[src/rtl/shifter_operand_fetch_pkg.sv]
// Shared definitions for the shifter operand fetch stage and the barrel shifter
// that consumes its bundle: shift op codes, operand forms, FSM states and the
// decoded operand-2 record.
package shifter_operand_fetch_pkg;

    // Op codes seen by the barrel shifter on its op_select input
    typedef enum logic [2:0] {
        OP_LSL = 3'd0,
        OP_LSR = 3'd1,
        OP_ASR = 3'd2,
        OP_ROR = 3'd3,
        OP_RRX = 3'd4
    } shift_op_e;

    // Shifter operand encodings of a data-processing instruction
    typedef enum logic [1:0] {
        FORM_IMM32     = 2'd0,
        FORM_IMM_SHIFT = 2'd1,
        FORM_REG_SHIFT = 2'd2
    } operand_form_e;

    // Fetch sequencer states; the 32-bit immediate form needs no register read
    // and lands directly in ST_OUT from the accept cycle.
    typedef enum logic [1:0] {
        ST_IDLE  = 2'd0,
        ST_RD_RM = 2'd1,
        ST_RD_RS = 2'd2,
        ST_OUT   = 2'd3
    } fetch_state_e;

    // PC read-ahead seen by an instruction that names R15 as Rm
    localparam logic [31:0] PC_OFFSET_IMM_DEF = 32'd8;
    localparam logic [31:0] PC_OFFSET_REG_DEF = 32'd12;

    // Everything the fetch stage needs from the instruction word
    typedef struct packed {
        operand_form_e form;
        logic [3:0]    rm;
        logic [3:0]    rs;
        shift_op_e     op;
        logic [31:0]   shift_value;
        logic [31:0]   imm_data;
    } operand2_decode_t;

    // Map the two-bit shift type field onto the shifter op code
    function automatic shift_op_e shift_type_to_op(input logic [1:0] shift_type);
        case (shift_type)
            2'd0:    return OP_LSL;
            2'd1:    return OP_LSR;
            2'd2:    return OP_ASR;
            default: return OP_ROR;
        endcase
    endfunction

endpackage

[src/rtl/shifter_operand_fetch_operand2_field_decode.sv]
// Combinational decode of the shifter operand field of a data-processing
// instruction. Produces the operand form, register indices and the final
// op/shift amount for the immediate forms, including the "amount 0" remaps.
module operand2_field_decode
    import shifter_operand_fetch_pkg::*;
(
    input  logic [31:0]      instr,
    output operand2_decode_t dec
);

    logic [4:0] shift_imm;
    logic [1:0] shift_type;
    logic       unused_instr_bits;

    assign shift_imm         = instr[11:7];
    assign shift_type        = instr[6:5];
    assign unused_instr_bits = ^{instr[31:26], instr[24:12]};

    // Select the operand form and resolve op code and shift amount
    always_comb begin
        dec = '{form:        FORM_IMM32,
                rm:          instr[3:0],
                rs:          instr[11:8],
                op:          OP_LSL,
                shift_value: 32'd0,
                imm_data:    32'd0};
        if (instr[25]) begin
            // imm8 rotated right by twice the 4-bit rotate field
            dec.form        = FORM_IMM32;
            dec.op          = OP_ROR;
            dec.shift_value = {27'd0, instr[11:8], 1'b0};
            dec.imm_data    = {24'd0, instr[7:0]};
        end else if (!instr[4]) begin
            dec.form        = FORM_IMM_SHIFT;
            dec.op          = shift_type_to_op(shift_type);
            dec.shift_value = {27'd0, shift_imm};
            if (shift_imm == 5'd0) begin
                case (shift_type)
                    2'd0: dec.shift_value = 32'd0;
                    2'd1: dec.shift_value = 32'd32;
                    2'd2: dec.shift_value = 32'd32;
                    default: begin
                        // ROR #0 encodes RRX; a zero amount would make the
                        // shifter pass C through instead of rotating it in
                        dec.op          = OP_RRX;
                        dec.shift_value = 32'd1;
                    end
                endcase
            end
        end else begin
            // Amount comes from Rs[7:0] later; op is taken as-is
            dec.form        = FORM_REG_SHIFT;
            dec.op          = shift_type_to_op(shift_type);
            dec.shift_value = 32'd0;
        end
    end

endmodule

[src/rtl/shifter_operand_fetch.sv]
// Operand fetch stage in front of the barrel shifter. Decodes the shifter
// operand, reads Rm and (for register shifts) Rs through one synchronous
// register-file port, and presents a registered bundle with valid/ready.
module shifter_operand_fetch
    import shifter_operand_fetch_pkg::*;
#(
    parameter logic [31:0] PC_OFFSET_IMM = PC_OFFSET_IMM_DEF,
    parameter logic [31:0] PC_OFFSET_REG = PC_OFFSET_REG_DEF
) (
    input  logic        clk,
    input  logic        rst_n,
    input  logic        in_flush,
    input  logic        in_valid,
    output logic        in_ready,
    input  logic [31:0] in_instr,
    input  logic [31:0] in_pc,
    input  logic        in_carry,
    output logic [3:0]  out_rf_addr,
    input  logic [31:0] in_rf_data,
    output logic        out_valid,
    input  logic        in_out_ready,
    output logic [31:0] out_data,
    output logic [31:0] out_shift_value,
    output logic [2:0]  out_op_select,
    output logic        out_carry
);

    fetch_state_e     state;
    operand2_decode_t dec;
    logic             accept;
    logic [3:0]       rf_addr_q;
    logic [31:0]      rm_value;

    // Instruction fields captured on accept
    operand_form_e    form_p0;
    shift_op_e        op_p0;
    logic [31:0]      shift_p0;
    logic [3:0]       rs_p0;
    logic [31:0]      pc_p0;
    logic             rm_is_pc_p0;

    // R15 as Rm reads the instruction address plus the pipeline read-ahead
    function automatic logic [31:0] pc_operand(input logic [31:0] pc,
                                               input operand_form_e form);
        return pc + ((form == FORM_REG_SHIFT) ? PC_OFFSET_REG : PC_OFFSET_IMM);
    endfunction

    operand2_field_decode u_decode (
        .instr (in_instr),
        .dec   (dec)
    );

    // A new instruction may enter when idle or when the held bundle leaves now
    assign in_ready = rst_n && !in_flush &&
                      ((state == ST_IDLE) || ((state == ST_OUT) && in_out_ready));
    assign accept   = in_valid && in_ready;

    // Register-file address: Rm in the accept cycle, Rs in the following
    // cycle for register shifts, otherwise the last address driven
    always_comb begin
        out_rf_addr = rf_addr_q;
        if (accept && (dec.form != FORM_IMM32)) begin
            out_rf_addr = dec.rm;
        end else if ((state == ST_RD_RM) && (form_p0 == FORM_REG_SHIFT)) begin
            out_rf_addr = rs_p0;
        end
    end

    assign rm_value = rm_is_pc_p0 ? pc_p0 : in_rf_data;

    // Capture the decoded fields of each accepted instruction
    always_ff @(posedge clk) begin
        if (accept) begin
            form_p0     <= dec.form;
            op_p0       <= dec.op;
            shift_p0    <= dec.shift_value;
            rs_p0       <= dec.rs;
            pc_p0       <= pc_operand(in_pc, dec.form);
            rm_is_pc_p0 <= (dec.rm == 4'd15);
        end
    end

    // Fetch sequencer and registered output bundle
    always_ff @(posedge clk or negedge rst_n) begin
        if (!rst_n) begin
            state           <= ST_IDLE;
            out_valid       <= 1'b0;
            out_data        <= 32'd0;
            out_shift_value <= 32'd0;
            out_op_select   <= OP_LSL;
            out_carry       <= 1'b0;
            rf_addr_q       <= 4'd0;
        end else begin
            rf_addr_q <= out_rf_addr;
            if (in_flush) begin
                state     <= ST_IDLE;
                out_valid <= 1'b0;
            end else if (accept) begin
                // ---- accept: immediate form completes, others start reading Rm
                if (dec.form == FORM_IMM32) begin
                    out_data        <= dec.imm_data;
                    out_shift_value <= dec.shift_value;
                    out_op_select   <= OP_ROR;
                    out_carry       <= in_carry;
                    out_valid       <= 1'b1;
                    state           <= ST_OUT;
                end else begin
                    out_valid <= 1'b0;
                    state     <= ST_RD_RM;
                end
            end else begin
                case (state)
                    ST_RD_RM: begin
                        // ---- Rm data returns; immediate shifts are complete
                        out_data <= rm_value;
                        if (form_p0 == FORM_IMM_SHIFT) begin
                            out_shift_value <= shift_p0;
                            out_op_select   <= op_p0;
                            out_carry       <= in_carry;
                            out_valid       <= 1'b1;
                            state           <= ST_OUT;
                        end else begin
                            state <= ST_RD_RS;
                        end
                    end
                    ST_RD_RS: begin
                        // ---- Rs data returns; only its low byte is an amount
                        out_shift_value <= {24'd0, in_rf_data[7:0]};
                        out_op_select   <= op_p0;
                        out_carry       <= in_carry;
                        out_valid       <= 1'b1;
                        state           <= ST_OUT;
                    end
                    ST_OUT: begin
                        // ---- bundle held until the shifter takes it
                        if (in_out_ready) begin
                            out_valid <= 1'b0;
                            state     <= ST_IDLE;
                        end
                    end
                    default: begin
                        state <= ST_IDLE;
                    end
                endcase
            end
        end
    end

endmodule

[config.mk]
export PLATFORM = sky130hd
export DESIGN_NAME = shifter_operand_fetch
export DESIGN_NICKNAME = d
export VERILOG_FILES = /design/src/rtl/shifter_operand_fetch_pkg.sv /design/src/rtl/shifter_operand_fetch_operand2_field_decode.sv /design/src/rtl/shifter_operand_fetch.sv
export SDC_FILE = /design/constraint.sdc
export NUM_CORES = 1
export LEC_CHECK = 0
export CAP_MARGIN = 20
export CORE_UTILIZATION = 45
export DETAILED_ROUTE_END_ITERATION = 7
export DONT_BUFFER_PORTS = 1
export GPL_ROUTABILITY_DRIVEN = 0
export PLACE_DENSITY = 0.62
export SYNTH_ARGS = -nofsm -noshare
export SYNTH_HDL_FRONTEND = slang
export SYNTH_SLANG_ARGS = --single-unit
[constraint.sdc]
create_clock -name clk -period 2.9 [get_ports clk]
set_input_delay 0.58 -clock clk [delete_from_list [all_inputs] [get_ports clk]]
set_output_delay 0.58 -clock clk [all_outputs]
set_load 0.02 [all_outputs]
==> impl_results.md, run 1 <==
* Setup bufs post-CTS at 0
* Cells after DPL at 581
* R2r startpoint: state[0]
* Sw Share at 30.47%
* Status: complete, no violations
* Part of the power in the clock network at 30.0%
* CP top delay family: compound AO/OA/AOI/OAI gates
* Most frequent cells in the layout: mux2i_1 (60), dfrtp_1 (51), edfxtp_1 (48), nor3_1 (28), nand2_1 (26)
* Commonest non-fill, non-tap cell in the layout: mux2i_1
* Post-Syn Area per Cell at 11.65 sq um
* Vias in the first global route at 3246
* # rows at 38
* I/O Pins at 176
* Psw at 1092 uW
* GRT Residual Overflow at 0
* Share of cells above drive strength 1 at 10.26%
* Diode count at 0
* Largest net degree at the start of global routing at 52
* Post-Synthesis Cell Area at 5207 sq um
* IO buf count at 0
* Overall routing resource usage at 19.85%
* Core Area at 11080 sq um
* Levels on crit path at 5
* Layout Nets at 565
* Slew Limit Fails at 0
* Crit-path slowest cell: o21ai_1
* Final number of hold-violating endpoints at 0
* DRC violations left at 0
* P_leak at 0.002579 uW
* Multi-input logic area at 2216 sq um
* Worst-path fanout max at 6
* Post-detailed-route via-to-cell ratio at 5.483
* Slew HR at 53.02%
* Initial drt markers at 175
* P&R area growth vs syn at 7.568%
* Fin cells at 598
* Drt pass-1 iters at 4
* Max Fclk at 378.4 MHz
* Crit path time final at 2.643 ns
* Total negative slack at 0 ns
* Filler cells at 982
* CP endpoint kind: output port
* Yosys warnings at 0
* Detail Placement HPWL at 8299 um
* Die height at 109.6 um
* Initial antenna violation count at 0
* Final setup viols at 0
* Wirelength per Cell at 18.88 um
* Slowest stage delay, CP at 0.43 ns
* Sequential share of power at 56.7%
* R2r worst-path depth at 6
* Worst slew pin tran at 0.6983 ns
* Critical path cell sequence: inv_1 -> ha_1 -> nand3b_1 -> mux2i_1 -> o21ai_1
* Clk sinks at 99
* Register area share after synthesis at 52.19%
* Tot Pwr at 3585 uW
* Starting Density at 47.01%
* Mapped Cells at 447
* CTS tree: built
* CP Class: register to output port
* CTS buffer count at 9
* Period utilisation layout at 91.13%
* Worst Setup SP: state[1]
* Worst vdd ir at 0.5316 mV
* Clock buffer depth at 2
* Worst Clk Skew at 0.006140 ns
* Min-delay worst type: input port to asynchronous set/reset pin
* Startpoint types: register
* RSZ-0062 raised after global routing: no
* Die area at 12010 sq um
* First-pass GRT wire length at 17490 um
* WP data required at 2.32 ns
* Combinational share of power at 13.2%
* Cell Pwr Density at 640.0 nW/um^2
* Fin Hold WS at 0.09233 ns
* Worst skew pair latency at 0.34 ns
* Clock root buffer: clkbuf_16
* Worst Setup EP: out_rf_addr[3]
* Via Count at 3279
* Worst Path Buf+Inv at 1
* Reg-to-Reg End: out_data[0]
* Htree depth at 3
* Final ANT Viol Nets at 0
* Yosys reg bits at 99
* FF+latch area at 2718 sq um
* Synth cell types at 43
* Max-Cap Viols at 0
* CTS clk-pin slew, worst paths at 0.07 ns
* Die Wd at 109.6 um
* Total routed wirelength at 11290 um
* Internal at 2493 uW
* Arr. time, crit path at 2.06 ns
* R2R Setup Slk at 0.47 ns
[how the worst min path moves through the flow]
| stage | from | to | slack [ns] | cells past startpoint |
|---|---|---|---|---|
| floorplan | rst_n | out_carry | 0.28 | 0 |
| global placement | rst_n | out_shift_value[1] | 0.29 | 0 |
| detailed placement | rst_n | out_shift_value[2] | 0.29 | 0 |
| CTS | rst_n | out_data[20] | 0.1 | 1 |
| global route | rst_n | out_data[8] | 0.10 | 1 |
| finish | rst_n | out_data[20] | 0.09 | 1 |
[metal layers]
metal | track usage, % | vias to the layer above | part of all wire (%)
met3 | 7.291 | 12 | 9.2
met1 | 25.61 | 1590 | 43
met2 | 30.05 | 126 | 46
li1 | - | 1551 | -
met5 | 0 | - | 0
met4 | 8.286 | 0 | 1.7
[synthesized netlist by cell type, drive strengths merged]
cell      n  area [sq um]
a211oi    2         15.01
a21o     24         180.2
a21oi     3         18.77
a221oi    1         8.760
a31oi     2         12.51
and2      5         31.28
and3      3         18.77
and4      2         17.52
buf      34         241.5
clkbuf    9         33.78
conb      1         3.750
dfrtp    51          1276
edfxtp   48          1441
ha       10         125.1
inv      24         90.08
mux2     12         157.7
mux2i    61         623.1
nand2    26         97.59
nand2b    4         25.02
nand3    14         70.07
nand3b    3         35.03
nand4    10         62.56
nor2     12         45.04
nor3     29         145.1
nor3b     1         7.510
nor4      3         33.78
o2111ai   1         8.760
o211ai    2         15.01
o21a      2         15.01
o21ai    16         80.08
o31ai     1         7.510
or2       3         18.77
xnor2    24         210.2
xor2      4         35.03
[cell families after synthesis]
logic type | share of synthesized area, %
AOI/OAI and AO/OA | 6.944
xor gates and xnor gates | 4.709
adders and majority gates | 2.403
buffers and inverters | 7.016
DFF | 52.19
muxes | 14.99
other | 0.07201
and+or+nand+nor | 11.68
[power groups by stage]
stage	combinational [uW]	clock (uW)	sequential, uW
6_report	474	1080	2030
5_1_grt	528	1160	2070
4_1_cts	478	1110	2040
3_5_place_dp	455	0	2070
3_3_place_gp	441	0	2060
2_1_floorplan	412	0	2020
[stage by stage]
stage,instance area (sq um),util [%],worst slack (ns)
floorplan,5294,-,0.5267
global placement,5311,47.94,0.4763
detailed placement,5311,47.94,0.4060
CTS,5597,50.52,0.01690
global route,5602,50.56,0.1130
finish,5602,50.56,0.2572
[area by class of cell]
type	count	area share [%]
clock inverters	3	0.3127
multi-input cells	304	39.56
inverters	24	1.608
repair buffers	15	2.591
flip-flops and latches	99	48.51
well taps	140	3.127
clock buffers	13	4.289
[registers in the layout, summed over array words and instances (netlist names)]
signal,cells
out_shift_value,8
form_p0,2
out_valid,1
state,2
out_carry,1
rm_is_pc_p0,1
shift_p0,6
pc_p0,32
out_data,32
rs_p0,4
out_op_select,3
op_p0,3
rf_addr_q,4
[what timing repair did]
item,4_1_cts,5_1_grt
hold buffers,1,0
hold endpoints to repair,51,0
resized for setup,0,5
setup endpoints to repair,0,4
Note: power is estimated with default switching activity, not from simulation.
==> run 2, diff against run 1 <==
--- a/config.mk
+++ b/config.mk
@@ -6,6 +6,7 @@
 export NUM_CORES = 1
 export LEC_CHECK = 0
 export CAP_MARGIN = 20
+export CORE_ASPECT_RATIO = 0.5
 export CORE_UTILIZATION = 45
 export DETAILED_ROUTE_END_ITERATION = 7
 export DONT_BUFFER_PORTS = 1
@@ -13,4 +14,5 @@
 export PLACE_DENSITY = 0.62
 export SYNTH_ARGS = -nofsm -noshare
 export SYNTH_HDL_FRONTEND = slang
+export SYNTH_HIERARCHICAL = 1
 export SYNTH_SLANG_ARGS = --single-unit
==> impl_results.md, run 2 <==
* Top_reg_cell synth: dfrtp_1
* WP data required at 2.32 ns (about the same)
* Mapped Cells at 651 (+46%)
* Slowest stage delay, CP at 0.42 ns (about the same)
* Core Area at 16720 sq um (+51%)
* Htree depth at 4 (+1)
* Synth Area in XOR/XNOR at 3.116% (-1.6 points)
* Post-synth EDFFs at 74 (+54%)
* Yosys warnings at 6 (+6)
* Filler cells at 1459 (+49%)
* Die Wd at 189.0 um (+73%)
* DRC violations left at 0 (unchanged)
* # rows at 33 (-13%)
* Yosys reg bits at 149 (+51%)
* CP top delay family: flip-flops
* Most common library cells after synthesis: dfrtp_1 (75), edfxtp_1 (74), mux2_2 (62)
* Vias in the first global route at 4679 (+44%)
* Critical path cell sequence: ha_1 -> a21oi_4 -> nor3_2 -> buf_4 -> nand2_1 -> o21ai_0 -> buf_4
* Post-Synthesis Cell Area at 7870 sq um (+51%)
* CTS clk-pin slew, worst paths at 0.07 ns (about the same)
* Cells after DPL at 857 (+48%)
* Final setup viols at 0 (unchanged)
* Total negative slack at 0 ns (unchanged)
* Max Fclk at 370.9 MHz (-2.0%)
* GRT Residual Overflow at 0 (unchanged)
* Crit path top cell by count: buf_4
* Share of cells above drive strength 1 at 19.00% (+8.7 points)
* Post-detailed-route via-to-cell ratio at 5.266 (-4.0%)
* Compound-Gate Fraction of Synth Area at 4.976% (-2.0 points)
* Adder-cell share of the synthesized area at 1.590% (-0.81 points)
* Slew Limit Fails at 0 (unchanged)
* Clock root buffer: clkbuf_16
* CTS buffer count at 17 (+8)
* Utilization after layout at 51.76% (+1.2 points)
* Wirelength per Cell at 19.53 um (+3.5%)
* Initial drt markers at 157 (-10%)
* Clk sinks at 149 (+51%)
* Arr. time, crit path at 2.12 ns (+0.06 ns)
* Fin cells at 891 (+49%)
* Worst-path fanout max at 8 (+2)
* Cell Pwr Density at 786.3 nW/um^2 (+23%)
* Worst Path Buf+Inv at 2 (+1)
* Fin Hold WS at 0.06644 ns (-0.02589 ns)
* Crit path time final at 2.696 ns (+0.05353 ns)
* P&R area growth vs syn at 9.984%
* Max-Cap Viols at 0 (unchanged)
* Starting Density at 47.06% (+0.056 points)
* Final number of hold-violating endpoints at 0 (unchanged)
* Ys async rst share at 50.34% (-1.2 points)
* Initial antenna violation count at 1 (+1)
* Top-count cell post-synth: dfrtp_1
* I/O Pins at 176 (unchanged)
* Reg-to-Reg End: out_shift_value[13]
* Final ANT Viol Nets at 0 (unchanged)
* Crit-path slowest cell: dfrtp_1
* R2r worst-path depth at 7 (+1)
* Largest family of logic cells by synthesized area: multiplexers
* Post-synth top area share at 28.24% (+0.56 points)
* R2r startpoint: state[0]
* RSZ-0062 raised after global routing: no
* Drt pass-1 iters at 4 (unchanged)
* Clock buffer depth at 2 (unchanged)
* Layout Nets at 762 (+35%)
* First-pass GRT wire length at 27120 um (+55%)
* Overall routing resource usage at 20.14% (+0.28 points)
* Period utilisation layout at 92.98% (+1.8 points)
* Startpoint types: register
* Die height at 95.51 um (-13%)
* Worst skew pair latency at 0.41 ns (+0.07 ns)
* IO buf count at 0 (unchanged)
* Most frequent cells in the layout: dfrtp_1 (75), edfxtp_1 (74), mux2_2 (62), conb_1 (50), nor3_1 (47)
* Slew HR at 47.45% (-5.6 points)
* Register area share after synthesis at 52.08% (-0.10 points)
* Worst Clk Skew at 0.005641 ns (-0.0004987 ns)
* Commonest non-fill, non-tap cell in the layout: dfrtp_1
* Simple-gate share of the synthesized area at 11.61% (-0.071 points)
* Worst vdd ir at 0.3934 mV (-26%)
* Synth cell types at 53 (+23%)
* Status: complete, no violations
* Total routed wirelength at 17400 um (+54%)
* Worst slew pin tran at 0.7818 ns (+0.08353 ns)
* Min-delay worst type: input port to asynchronous set/reset pin
* P_leak at 0.003450 uW (+34%)
* Largest net degree at the start of global routing at 76 (+46%)
* Detail Placement HPWL at 11710 um (+41%)
* CP endpoint kind: output port
* Die area at 18050 sq um (+50%)
* R2R Setup Slk at 0.43 ns (-0.04 ns)
* Post-Syn Area per Cell at 12.09 sq um (+3.8%)
* CP Class: register to output port
* Mux cell area share after synthesis at 18.46% (+3.5 points)
* Most area-consuming cells after synthesis: edfxtp_1 (28%), dfrtp_1 (24%), mux2_2 (8.9%)
* Cell taking the most area after synthesis: edfxtp_1
* Via Count at 4692 (+43%)
* CTS tree: built
-- run 2: cell count changes after synthesis, moves of 25 or more --
cell      before  now
mux2_2         6   62
a21oi_1        2   45
buf_4         26   58
mux2_1         0   27
edfxtp_1      48   74
nor2b_1        0   25
-- run 2: worst max path at each step --
stage | from | end | slack [ns] | cells after the start
2_1_floorplan | in_flush | out_shift_value[10] | 0.20 | 8
3_3_place_gp | in_instr[25] | pc_p0[28] | 0.21 | 11
3_5_place_dp | in_instr[25] | pc_p0[30] | 0.15 | 11
4_1_cts | state[0] | out_rf_addr[0] | 0.04 | 7
5_1_grt | state[0] | out_rf_addr[0] | 0.08 | 7
6_report | state[0] | out_rf_addr[0] | 0.20 | 7
-- run 2: layout make-up --
| cell class | count | area, sq um | share of cell area, % |
|---|---|---|---|
| antenna | 1 | 2.502 | 0.02891 |
| sequential | 149 | 4099 | 47.35 |
| multi-input combinational | 447 | 3332 | 38.49 |
| timing repair buffer | 21 | 240.2 | 2.775 |
| clock inverter | 12 | 175.2 | 2.024 |
| tap | 227 | 284.0 | 3.281 |
| clock buffer | 20 | 467.9 | 5.406 |
| inverter | 14 | 55.05 | 0.6360 |
-- run 2: routing by layer --
| metal | vias up | track usage (%) | share of wire [%] |
|---|---|---|---|
| met5 | - | 0 | 0 |
| met2 | 142 | 30.76 | 46 |
| li1 | 2246 | - | - |
| met3 | 14 | 5.594 | 6.8 |
| met1 | 2290 | 27.20 | 46 |
| met4 | 0 | 7.997 | 1.4 |
-- run 2: power breakdown --
part | switching [uW] | internal, uW | total (uW)
Combinational | 404 | 460 | 864
Clock | 881 | 1510 | 2400
Sequential | 849 | 2700 | 3550
Total | 2130 | 4670 | 6810
-- run 2: logic make-up (layout without fill, tap and decap cells) --
| logic type | Yosys count | count (layout) |
|---|---|---|
| flip-flops | 149 | 149 |
| adder cells (fa/ha/maj) | 10 | 10 |
| multiplexers | 134 | 134 |
| other | 1 | 51 |
| buffers and inverters | 104 | 67 |
| XOR/XNOR | 28 | 28 |
| AO/OA/AOI/OAI | 67 | 67 |
| AND/OR/NAND/NOR | 158 | 158 |
-- run 2: stage by stage --
step                setup slack [ns]  power [uW]  instance area [sq um]
detailed placement            0.1485        4446                   7978
global route                 0.08173        7102                   8656
finish                        0.2037        6806                   8656
global placement              0.2059        4393                   7978
floorplan                     0.2006        4182                   8056
CTS                          0.04096        6890                   8648
-- run 2: timing repair --
action	CTS	global route
hold endpoints to repair	75	0
gates resized for setup	0	1
endpoints found under the setup margin	0	4
setup buffers	0	0
hold buffers	1	0
==> run 3, diff against run 2 <==
--- a/config.mk
+++ b/config.mk
@@ -6,12 +6,15 @@
 export NUM_CORES = 1
 export LEC_CHECK = 0
 export CAP_MARGIN = 20
+export CELL_PAD_IN_SITES_DETAIL_PLACEMENT = 2
+export CELL_PAD_IN_SITES_GLOBAL_PLACEMENT = 2
 export CORE_ASPECT_RATIO = 0.5
-export CORE_UTILIZATION = 45
+export CORE_UTILIZATION = 43
 export DETAILED_ROUTE_END_ITERATION = 7
 export DONT_BUFFER_PORTS = 1
 export GPL_ROUTABILITY_DRIVEN = 0
-export PLACE_DENSITY = 0.62
+export PLACE_DENSITY = 0.84
+export SLEW_MARGIN = 20
 export SYNTH_ARGS = -nofsm -noshare
 export SYNTH_HDL_FRONTEND = slang
 export SYNTH_HIERARCHICAL = 1
==> impl_results.md, run 3 (synthesized netlist as in run 2, its figures left out) <==
* Cells after DPL at 860 (+0.35%)
* RSZ-0062 raised after global routing: no
* Arr. time, crit path at 3.09 ns (+0.97 ns)
* IO buf count at 0 (unchanged)
* Starting Density at 44.58% (-2.5 points)
* Critical path cell sequence: ha_1 -> a21oi_4 -> buf_4 -> or2_4 -> inv_4 -> o311a_2 -> buf_4 -> mux2_1
* Reg-to-Reg End: out_shift_value[8]
* Setup WS post-layout at 0.1069 ns (-0.09678 ns)
* Total negative slack at 0 ns (unchanged)
* I/O Pins at 176 (unchanged)
* CP Class: register to register
* CTS buffer count at 17 (unchanged)
* CP endpoint kind: register
* Post-detailed-route via-to-cell ratio at 5.469 (+3.9%)
* GRT Residual Overflow at 0 (unchanged)
* R2r worst-path depth at 8 (+1)
* DRC violations left at 4 (+4)
* Initial drt markers at 136 (-13%)
* Detail Placement HPWL at 14410 um (+23%)
* Largest net degree at the start of global routing at 76 (unchanged)
* R2R Setup Slk at 0.11 ns (-0.32 ns)
* Final ANT Viol Nets at 0 (unchanged)
* Total routed wirelength at 20960 um (+20%)
* Wirelength per Cell at 23.48 um (+20%)
* Slowest stage delay, CP at 0.45 ns (+0.03 ns)
* Filler cells at 1728 (+18%)
* Crit-path slowest cell: dfrtp_1
* Max Fclk at 358.0 MHz (-3.5%)
* WP data required at 3.19 ns (+0.87 ns)
* Slew HR at 53.64% (+6.2 points)
* CTS tree: built
* Commonest non-fill, non-tap cell in the layout: dfrtp_1
* Crit path time final at 2.793 ns (+0.09678 ns)
* Worst-path fanout max at 21 (+13)
* Die Wd at 193.3 um (+2.3%)
* Most frequent cells in the layout: dfrtp_1 (75), edfxtp_1 (74), mux2_2 (62), conb_1 (50), nor3_1 (48)
* Levels on crit path at 8 (+1)
* Slew Limit Fails at 0 (unchanged)
* Fin cells at 893 (+0.22%)
* Worst Setup EP: out_shift_value[8]
* Worst vdd ir at 0.4231 mV (+7.5%)
* Final number of hold-violating endpoints at 0 (unchanged)
* Failing checks: design-rule violations
* Initial antenna violation count at 0 (-1)
* Clock root buffer: clkbuf_16
* # rows at 34 (+3.0%)
* Layout Nets at 758 (-0.52%)
* First-pass GRT wire length at 33540 um (+24%)
* Drt pass-1 iters at 8 (+4)
* Vias in the first global route at 5615 (+20%)
* Final setup viols at 0 (unchanged)
* Crit path top cell by count: buf_4
* Max-Cap Viols at 0 (unchanged)
* Startpoint types: register
* Clk sinks at 149 (unchanged)
* Die height at 97.66 um (+2.3%)
* Cell Pwr Density at 776.3 nW/um^2 (-1.3%)
* Worst Setup SP: state[0]
* P_leak at 0.003397 uW (-1.5%)
* Status: finished with violations
* Min-delay worst type: input port to asynchronous set/reset pin
* R2r startpoint: state[0]
* Worst skew pair latency at 0.42 ns (about the same)
* Period utilisation layout at 96.31% (+3.3 points)
* Via Count at 4884 (+4.1%)
* Worst slew pin tran at 0.6907 ns (-0.09107 ns)
* Die area at 18880 sq um (+4.6%)
* Overall routing resource usage at 23.49% (+3.4 points)
* Share of cells above drive strength 1 at 18.21% (-0.80 points)
* Htree depth at 4 (unchanged)
* CP top delay family: buffers and inverters
* Multi-input logic area at 3329 sq um (about the same)
* Diode count at 0 (-1)
* FF+latch area at 4099 sq um (unchanged)
* Pre-CTS WS at 0.07761 ns (-0.07094 ns)
* CTS clk-pin slew, worst paths at 0.06 ns (about the same)
* Worst Path Buf+Inv at 3 (+1)
* P&R area growth vs syn at 8.585%
* Clock buffer depth at 2 (unchanged)
* Core Area at 17650 sq um (+5.6%)
* Worst Clk Skew at 0.01328 ns (+0.007637 ns)
## run 3: where the power goes
part | switching, uW | leakage (uW) | internal (uW)
Clock | 898 | 0.000281 | 1290
Sequential | 872 | 0.00158 | 2700
Combinational | 446 | 0.00154 | 436
## run 3: how the worst min path moves through the flow
stage	to	cells past startpoint	slack [ns]	startpoint
floorplan	out_carry	0	0.28	rst_n
global placement	out_shift_value[13]	0	0.29	rst_n
detailed placement	out_shift_value[16]	0	0.29	rst_n
CTS	out_op_select[0]	1	0.08	rst_n
global route	out_shift_value[10]	1	0.08	rst_n
finish	out_shift_value[20]	1	0.07	rst_n
## run 3: worst reg2reg max path, stage by stage (launching register included)
cell and delay, ns:
dfrtp_1 0.45, ha_1 0.33, a21oi_4 0.20, buf_4 0.29, or2_4 0.37, inv_4 0.08
o311a_2 0.36, buf_4 0.23, mux2_1 0.36
## run 3: routing by layer
| metal | vias up | wire [um] | GRT usage (%) |
|---|---|---|---|
| li1 | 2234 | - | - |
| met1 | 2523 | 9097 | 28.99 |
| met2 | 112 | 10490 | 40.25 |
| met3 | 15 | 1132 | 6.595 |
| met4 | 0 | 248 | 6.831 |
| met5 | - | 0 | 0 |
## run 3: timing repair
item	in CTS	in global routing
buffers inserted	0	0
hold buffers	1	0
endpoints found under the hold margin	75	0
pin swaps	0	0
setup endpoints to repair	4	4
gates resized for setup	4	1
## run 3: area by class of cell
class | count | share of cell area (%)
timing repair buffer | 17 | 2.211
tap | 234 | 3.426
sequential | 149 | 47.96
multi-input combinational | 447 | 38.96
clock inverter | 10 | 1.098
inverter | 14 | 0.6442
clock buffer | 22 | 5.695
## run 3: stage by stage
step           cell area [sq um]  total power (uW)  hold WS [ns]  utilization (%)
3_3_place_gp                7934              4370        0.2862            44.94
2_1_floorplan               8056              4182        0.2844                -
3_5_place_dp                7934              4475        0.2858            44.94
4_1_cts                     8542              6715       0.07731            48.38
6_report                    8546              6634       0.07161            48.41
5_1_grt                     8546              6904       0.08390            48.41
